==> config.mk <==
export PLATFORM = sky130hd
export DESIGN_NAME = mod_counter_sequencer
export DESIGN_NICKNAME = d
export VERILOG_FILES = /design/src/rtl/cnt_pkg.sv /design/src/rtl/cnt_unit.sv /design/src/rtl/mod_counter_sequencer.sv
export SDC_FILE = /design/constraint.sdc
export NUM_CORES = 1
export LEC_CHECK = 0
export ABC_AREA = 1
export ABC_CLOCK_PERIOD_IN_PS = 2880
export CAP_MARGIN = 20
export CORE_MARGIN = 2
export CORE_UTILIZATION = 39
export DETAILED_ROUTE_END_ITERATION = 10
export GPL_TIMING_DRIVEN = 0
export PLACE_DENSITY = 0.62
export SETUP_SLACK_MARGIN = 0.15
export SLEW_MARGIN = 20
export SYNTH_ARGS = -nofsm -noshare
export SYNTH_HDL_FRONTEND = slang
export SYNTH_SLANG_ARGS = --single-unit
==> constraint.sdc <==
create_clock -name clk -period 2.88 [get_ports clk]
set_input_delay 0.288 -clock clk [delete_from_list [all_inputs] [get_ports clk]]
set_output_delay 0.288 -clock clk [all_outputs]
set_load 0.05 [all_outputs]
==> src/rtl/cnt_pkg.sv <==
// Shared definitions for the counter sequencer: FSM state encoding and default sizes.
package cnt_pkg;

    localparam int DEF_WIDTH = 4;
    localparam int DEF_WRAPW = 8;

    localparam logic [1:0] ENC_IDLE  = 2'b00;
    localparam logic [1:0] ENC_RUN   = 2'b01;
    localparam logic [1:0] ENC_PAUSE = 2'b10;
    localparam logic [1:0] ENC_DONE  = 2'b11;

    typedef enum logic [1:0] {
        IDLE  = ENC_IDLE,
        RUN   = ENC_RUN,
        PAUSE = ENC_PAUSE,
        DONE  = ENC_DONE
    } state_t;

endpackage

==> src/rtl/cnt_unit.sv <==
// WIDTH-bit up-counter register with synchronous clear/increment and compare against a limit.
module cnt_unit #(
    parameter int WIDTH = cnt_pkg::DEF_WIDTH
) (
    input  logic             clk,
    input  logic             clr,
    input  logic             i_clear,
    input  logic             i_inc,
    input  logic [WIDTH-1:0] i_limit,
    output logic [WIDTH-1:0] o_count,
    output logic             o_zero,
    output logic             o_match
);

    logic [WIDTH-1:0] r_count;

    // NOTE: sequential state uses non-blocking assignments so every register samples pre-edge values.
    always_ff @(posedge clk or negedge clr) begin
        if (!clr) begin
            r_count <= '0;
        end else if (i_clear) begin
            r_count <= '0;
        end else if (i_inc) begin
            r_count <= r_count + WIDTH'(1);
        end
    end

    assign o_count = r_count;
    assign o_zero  = (r_count == '0);
    assign o_match = (r_count == i_limit);

endmodule

==> src/rtl/mod_counter_sequencer.sv <==
// Start/pause/resume/abort sequencer for a binary up-counter with one-shot or auto-reload
// terminal handling, terminal-count pulse, done/ack handshake and saturating wrap count.
module mod_counter_sequencer
    import cnt_pkg::*;
#(
    parameter int WIDTH = DEF_WIDTH,
    parameter int WRAPW = DEF_WRAPW
) (
    input  logic             clk,
    input  logic             clr,
    input  logic             start,
    input  logic             stop,
    input  logic             auto_rl,
    input  logic [WIDTH-1:0] limit,
    input  logic             ack,
    output logic [WIDTH-1:0] count,
    output logic             busy,
    output logic             tc,
    output logic             done,
    output logic [WRAPW-1:0] wraps
);

    state_t           r_state;
    state_t           w_next;
    logic [WIDTH-1:0] r_limit_q;
    logic             r_auto_q;
    logic             r_tc;
    logic [WRAPW-1:0] r_wraps;

    logic [WIDTH-1:0] w_count;
    logic             w_zero;
    logic             w_match;

    logic             w_cnt_clear;
    logic             w_cnt_inc;
    logic             w_latch_cfg;
    logic             w_reload_limit;
    logic             w_tc_set;
    logic             w_wrap_inc;
    logic             w_wrap_clear;

    cnt_unit #(
        .WIDTH (WIDTH)
    ) u_cnt (
        .clk     (clk),
        .clr     (clr),
        .i_clear (w_cnt_clear),
        .i_inc   (w_cnt_inc),
        .i_limit (r_limit_q),
        .o_count (w_count),
        .o_zero  (w_zero),
        .o_match (w_match)
    );

    always_ff @(posedge clk or negedge clr) begin
        if (!clr) begin
            r_state <= IDLE;
        end else begin
            r_state <= w_next;
        end
    end

    // NOTE: every always_comb output gets a default first so no path can infer a latch.
    always_comb begin
        w_next         = r_state;
        w_cnt_clear    = 1'b0;
        w_cnt_inc      = 1'b0;
        w_latch_cfg    = 1'b0;
        w_reload_limit = 1'b0;
        w_tc_set       = 1'b0;
        w_wrap_inc     = 1'b0;
        w_wrap_clear   = 1'b0;
        unique case (r_state)
            IDLE: begin
                if (start && !stop) begin
                    w_next       = RUN;
                    w_cnt_clear  = !w_zero;
                    w_latch_cfg  = 1'b1;
                    w_wrap_clear = 1'b1;
                end
            end
            RUN: begin
                // stop takes priority: the edge that pauses performs no compare action
                if (stop) begin
                    w_next = PAUSE;
                end else if (w_match) begin
                    w_tc_set = 1'b1;
                    if (r_auto_q) begin
                        w_cnt_clear    = 1'b1;
                        w_reload_limit = 1'b1;
                        w_wrap_inc     = 1'b1;
                    end else begin
                        w_next = DONE;
                    end
                end else begin
                    w_cnt_inc = 1'b1;
                end
            end
            PAUSE: begin
                if (stop) begin
                    w_next      = IDLE;
                    w_cnt_clear = 1'b1;
                end else if (start) begin
                    w_next = RUN;
                end
            end
            DONE: begin
                if (ack) begin
                    w_next = IDLE;
                end
            end
            default: begin
                w_next = IDLE;
            end
        endcase
    end

    // NOTE: all control registers take the async reset; none of them is a memory array.
    always_ff @(posedge clk or negedge clr) begin
        if (!clr) begin
            r_limit_q <= '0;
            r_auto_q  <= 1'b0;
            r_tc      <= 1'b0;
            r_wraps   <= '0;
        end else begin
            r_tc <= w_tc_set;
            if (w_latch_cfg) begin
                r_limit_q <= limit;
                r_auto_q  <= auto_rl;
            end else if (w_reload_limit) begin
                r_limit_q <= limit;
            end
            if (w_wrap_clear) begin
                r_wraps <= '0;
            end else if (w_wrap_inc && (r_wraps != '1)) begin
                r_wraps <= r_wraps + WRAPW'(1);
            end
        end
    end

    assign count = w_count;
    assign busy  = (r_state == RUN) || (r_state == PAUSE);
    assign done  = (r_state == DONE);
    assign tc    = r_tc;
    assign wraps = r_wraps;

endmodule

==> metrics.md, run 1 <==
| Metric | Value |
|---|---|
| Antenna cell count | 0 |
| Layout cells sized above 1 | 10.9% |
| Logic pwr share | 55.8% |
| FP Rows | 20 |
| Mapped Nets | 182 |
| Num CTS Buffers | 3 |
| Vias per cell | 4.65 |
| Initial antenna violation count | 0 |
| First-pass detailed-route iteration total | 4 |
| Worst-skew pair later-pin latency | 0.30 ns |
| WL per Instance | 10.7 um |
| Net Switching | 664 uW |
| Clock sink total | 20 |
| Max IR drop VDD | 0.513 mV |
| Clk pwr share | 12.1% |
| Post-Synth XOR/XNOR Area | 3.48% |
| Fin worst setup slack | 0.728 ns |
| Largest family of logic cells by synthesized area | simple AND/OR/NAND/NOR gates |
| Post-Synth Simple-Gate Area | 37.7% |
| Worst Tran Pin Value | 0.911 ns |
| Net Sw Frac | 49.3% |
| Crit start category | register |
| First-pass GRT wire length | 4420 um |
| Crit-path max cell delay | 0.79 ns |
| Synth Area in Adders | 6.95% |
| Syn Area/Cell | 7.64 um^2 |
| Mapped cell area | 1260 um^2 |
| Die area | 3700 um^2 |
| Status | finished, final reports clean |
| Int Power | 684 uW |
| Critical-path top delay cell | clkdlybuf4s50_1 |
| Compound-Gate Fraction of Synth Area | 4.27% |
| Tmin final | 2.15 ns |
| Critical Path RT | 2.59 ns |
| Placed insts | 233 |
| Final worst clock skew | 0.00169 ns |
| Post-synthesis mux area share | 0% |
| Post-route DRC | 0 |
| Die X | 60.8 um |
| Final worst-path cycle share | 74.7% |
| Sequential Power Share | 32.1% |
| Slew Viols, Final | 0 |
| Design area | 1590 um^2 |
| Post-Syn Instances | 165 |
| Total power | 1.35 mW |
| Yosys reg bits | 20 |
| Setup TNS | 0 ns |
| Final setup violation count | 0 |
| Max Fclk | 465 MHz |
| Unique masters post-synth | 20 |
| Clk root buf | clkbuf_4 |
| WHS | 0.489 ns |
| Power Dens Cells | 847 nW/um^2 |
| Fill count | 302 |
| CP arrival | 1.86 ns |
| CTS hold repair buffers | 0 |
| Leakage | 0.857 nW |
| ANT nets after route | 0 |
| Number of I/O pins | 25 |
| Post-DP HPWL | 1980 um |
| H-tree depth | 1 |
| Post-Route WL | 2530 um |
| Max transition margin | 39.1% |
| Clock Pin Slew Worst Setup and Hold Paths | 0.11 ns |
| Area after DPL | 1560 um^2 |
| Worst-path fanout max | 4 |
| Leading cell type in the layout, fill and taps excluded | nand2_1 |
| Vias | 1,102 |
| Grt total ovfl | 0 |
| Leading cell types in the layout, fill and taps excluded | 47 x nand2_1, 28 x nand3_1, 24 x clkdlybuf4s50_1 |
| Pre-CTS WS | 1.06 ns |
| Crit Path Class | register to output port |
| HP Class | input pin to async pin |
| P&R area growth vs syn | 26.3% |
| Cell Chain, Critical Path | inv_1, ha_1, clkdlybuf4s50_1 |
| IO buf count | 24 |
| Resized cells post-CTS | 0 |
| Kind of end point of the critical path | output port |
| GPL Wtd Cong | 0.799 |
| Final core occ | 52.1% |
| Core Area | 3050 um^2 |
| Layout Nets | 211 |
| Final hold vios | 0 |
| Initial Utilization | 41.3% |
| Number of global-route vias before repair | 1,041 |
| First-iteration detailed-routing DRC count | 48 |
| Gr usage total | 15.7% |
| RSZ-0062 raised after global routing | no |
| Post-CTS setup buffers | 0 |
| Max capacitance violation total | 0 |
| Seq/Total Area, Yosys | 39.7% |
| Warnings from Yosys | 0 |
| Largest net degree at the start of global routing | 21 |
| CTS tree | built |
| Height of the chip | 60.8 um |
| Non-Filler Instances | 237 |
| Longest Clk Path Bufs | 2 |
power groups by stage:
stage | Clock (mW) | Sequential (mW) | Combinational (mW)
global placement | 0 | 0.436 | 0.749
finish | 0.163 | 0.433 | 0.751
CTS | 0.172 | 0.434 | 0.758
floorplan | 0 | 0.523 | 0.482
global route | 0.187 | 0.446 | 0.837
detailed placement | 0 | 0.439 | 0.755
Yosys cell counts:
library cell | number | area (um^2)
nand2_1 | 47 | 176
a21boi_0 | 1 | 7.51
nand4_2 | 1 | 12.5
nand3_4 | 1 | 17.5
inv_2 | 4 | 15.0
nand3_1 | 28 | 140
a21oi_1 | 2 | 10.0
nand2_2 | 6 | 37.5
nor2_8 | 1 | 20.0
ha_1 | 7 | 87.6
nand2_4 | 1 | 11.3
buf_2 | 1 | 5.00
nor2_4 | 2 | 22.5
o21ai_1 | 1 | 5.00
nor2_1 | 10 | 37.5
o22ai_1 | 1 | 6.26
o21ai_0 | 5 | 25.0
inv_1 | 21 | 78.8
xor2_1 | 5 | 43.8
dfrtp_1 | 20 | 500
flip-flops by register name, indices dropped and copies added (netlist names):
signal	count
wraps	8
r_limit_q	4
u_cnt.o_count	4
r_state	2
r_auto_q	1
tc	1
final timing paths:
kind                       startpoint            to  slack [ns]  cells past startpoint
hold / removal                    clr      wraps[5]        0.49                      1
max in group asynchronous         clr            tc        1.84                      1
setup reg to reg           r_state[1]      wraps[3]        1.22                      7
min in group clk             limit[2]  r_limit_q[2]        0.54                      3
setup / recovery           r_state[0]          busy        0.73                      3
hold reg to reg            r_state[1]    r_state[1]        0.56                      2
logic make-up (layout without fill, tap and decap cells):
logic type	after synthesis	count (layout)
buffers and inverters	26	54
DFF	20	20
AOI/OAI and AO/OA	10	10
adders and majority gates	7	7
xor gates and xnor gates	5	5
and+or+nand+nor	97	97
worst max-delay path: cells and delay by family (launching register included):
family | cells | cell delay, ns
fa+ha+maj | 1 | 0.28
flops | 1 | 0.41
buf+inv | 2 | 0.88
layout make-up:
| cell class | count | area [um^2] | share of cell area (%) |
|---|---|---|---|
| multi-input cells | 119 | 661 | 41.5 |
| plain buffers | 1 | 5.00 | 0.314 |
| inverters | 25 | 93.8 | 5.90 |
| clock buffers | 4 | 36.3 | 2.28 |
| flip-flops and latches | 20 | 500 | 31.4 |
| repair buffers | 24 | 240 | 15.1 |
| well taps | 44 | 55.1 | 3.46 |
metal layers:
metal  global-route usage, %  wire length, um  vias up
li1                        -                -      576
met1                    21.4             1200      497
met2                    26.1             1190       27
met3                    2.77              120        2
met4                    3.73               18        0
met5                       0                0        -
Power figures use the tool's default switching activity.
==> inputs of run 2 (changes only) <==
ABC_CLOCK_PERIOD_IN_PS = 2200   (was 2880)
clock period = 2.2 ns   (was 2.88 ns; I/O delays follow)
==> run 2 against run 1 <==
Effect of this change: utilization barely moved; clock power rose by 31%; via count did not move; flip-flop and latch count did not move; total power rose by 30%; combinational power rose by 29%; critical path type unchanged; sequential power rose by 31%.
==> metrics.md, run 2 (synthesis results as in run 1) <==
| Metric | Value |
|---|---|
| WL per Instance | 10.7 um |
| Final worst clock skew | 0.00169 ns |
| Clock sink total | 20 |
| Fill count | 302 |
| Leading cell type in the layout, fill and taps excluded | nand2_1 |
| Initial antenna violation count | 0 |
| Worst Tran Pin Value | 0.911 ns |
| Post-Route WL | 2530 um |
| Multi-input gate area | 661 um^2 |
| Slew Viols, Final | 0 |
| Max Fclk | 515 MHz |
| Largest register FFs | 8 |
| Max IR drop VDD | 0.644 mV |
| Max capacitance violation total | 0 |
| Critical Path RT | 1.98 ns |
| Core Area | 3050 um^2 |
| Kind of end point of the critical path | output port |
| Final setup violation count | 0 |
| Leading cell types in the layout, fill and taps excluded | 47 x nand2_1, 28 x nand3_1, 23 x clkdlybuf4s50_1 |
| Vias per cell | 4.65 |
| First-pass GRT wire length | 4420 um |
| Die area | 3700 um^2 |
| Vias | 1,102 |
| Crit Path Class | register to output port |
| First-iteration detailed-routing DRC count | 48 |
| Leakage | 0.859 nW |
| Height of the chip | 60.8 um |
| RSZ-0062 raised after global routing | no |
| HP Class | input pin to async pin |
| Largest net degree at the start of global routing | 21 |
| Power Dens Cells | 1100 nW/um^2 |
| Longest Clk Path Bufs | 2 |
| Worst-skew pair later-pin latency | 0.30 ns |
| Final hold vios | 0 |
| Non-Filler Instances | 237 |
| P&R area growth vs syn | 26.2% |
| Num CTS Buffers | 3 |
| Final worst-path cycle share | 88.3% |
| Worst-path fanout max | 4 |
| FP Rows | 20 |
| Status | finished, final reports clean |
| Storage cell area | 500 um^2 |
| Tmin final | 1.94 ns |
| Post-DP HPWL | 1980 um |
| Clock Pin Slew Worst Setup and Hold Paths | 0.11 ns |
| H-tree depth | 1 |
| First-pass detailed-route iteration total | 4 |
| Setup TNS | 0 ns |
| Placed insts | 233 |
| Number of global-route vias before repair | 1,041 |
| Grt total ovfl | 0 |
| R2R depth | 7 |
| Clk root buf | clkbuf_4 |
| IO buf count | 24 |
| GPL Wtd Cong | 0.799 |
| Layout cells sized above 1 | 10.9% |
| CP arrival | 1.72 ns |
| Antenna cell count | 0 |
| Crit start category | register |
| CTS tree | built |
| Die X | 60.8 um |
| Gr usage total | 15.7% |
| ANT nets after route | 0 |
| Layout Nets | 211 |
| Post-route DRC | 0 |
| CTS hold repair buffers | 0 |
| Number of I/O pins | 25 |
| Initial Utilization | 41.3% |
| Max transition margin | 39.1% |
[run 2: cell count changes in the layout (fill, tap and decap cells not counted)]
cell             before  now
dlygate4sd2_1         0    1
clkdlybuf4s50_1      24   23
[run 2: metal layers]
metal  routed length [um]  global-route usage [%]  vias up
li1                     -                       -      576
met1                 1200                    21.4      497
met2                 1190                    26.1       27
met3                  120                    2.77        2
met4                   18                    3.73        0
met5                    0                       0        -
[run 2: power breakdown]
| part | internal (mW) | switching (mW) | leakage [nW] |
|---|---|---|---|
| clock network | 0.101 | 0.112 | 0.0210 |
| logic | 0.313 | 0.658 | 0.573 |
| registers | 0.469 | 0.0983 | 0.265 |
| total | 0.882 | 0.868 | 0.859 |
[run 2: area by class of cell]
| type | count | area share [%] |
|---|---|---|
| multi-input combinational | 119 | 41.5 |
| sequential | 20 | 31.5 |
| timing repair buffer | 24 | 15.0 |
| inverter | 25 | 5.90 |
| tap | 44 | 3.46 |
| clock buffer | 4 | 2.28 |
| buffer | 1 | 0.315 |
[run 2: stage by stage]
step / instance area [um^2] / util, % / worst slack (ns) / hold WS (ns) / total power [mW]
finish: 1590 / 52.1 / 0.258 / 0.421 / 1.75
detailed placement: 1560 / 50.9 / 0.446 / 0.546 / 1.56
global placement: 1560 / 50.9 / 0.469 / 0.521 / 1.55
CTS: 1590 / 52.1 / 0.234 / 0.461 / 1.77
global route: 1590 / 52.1 / 0.172 / 0.480 / 1.91
floorplan: 1260 / - / 0.456 / -0.0756 / 1.32
[run 2: path summary, 6_finish.rpt]
| kind | start | to | slack, ns |
|---|---|---|---|
| worst max-delay path | r_state[1] | done | 0.26 |
| worst min-delay path | clr | wraps[5] | 0.42 |
| worst max register to register | r_state[1] | wraps[3] | 0.54 |
| worst min register to register | r_state[1] | r_state[1] | 0.56 |
| max in group asynchronous | clr | tc | 1.23 |
| min in group clk | limit[2] | r_limit_q[2] | 0.47 |
[run 2: timing repair]
item / CTS / global route
endpoints found under the setup margin: 1 / 0
buffers inserted: 0 / 0
gates resized for setup: 1 / 0
[run 2: critical path, cell delays in order, from the launching register on]
cell	delay, ns
dfrtp_1	0.42
ha_1	0.19
clkdlybuf4s50_1	0.81
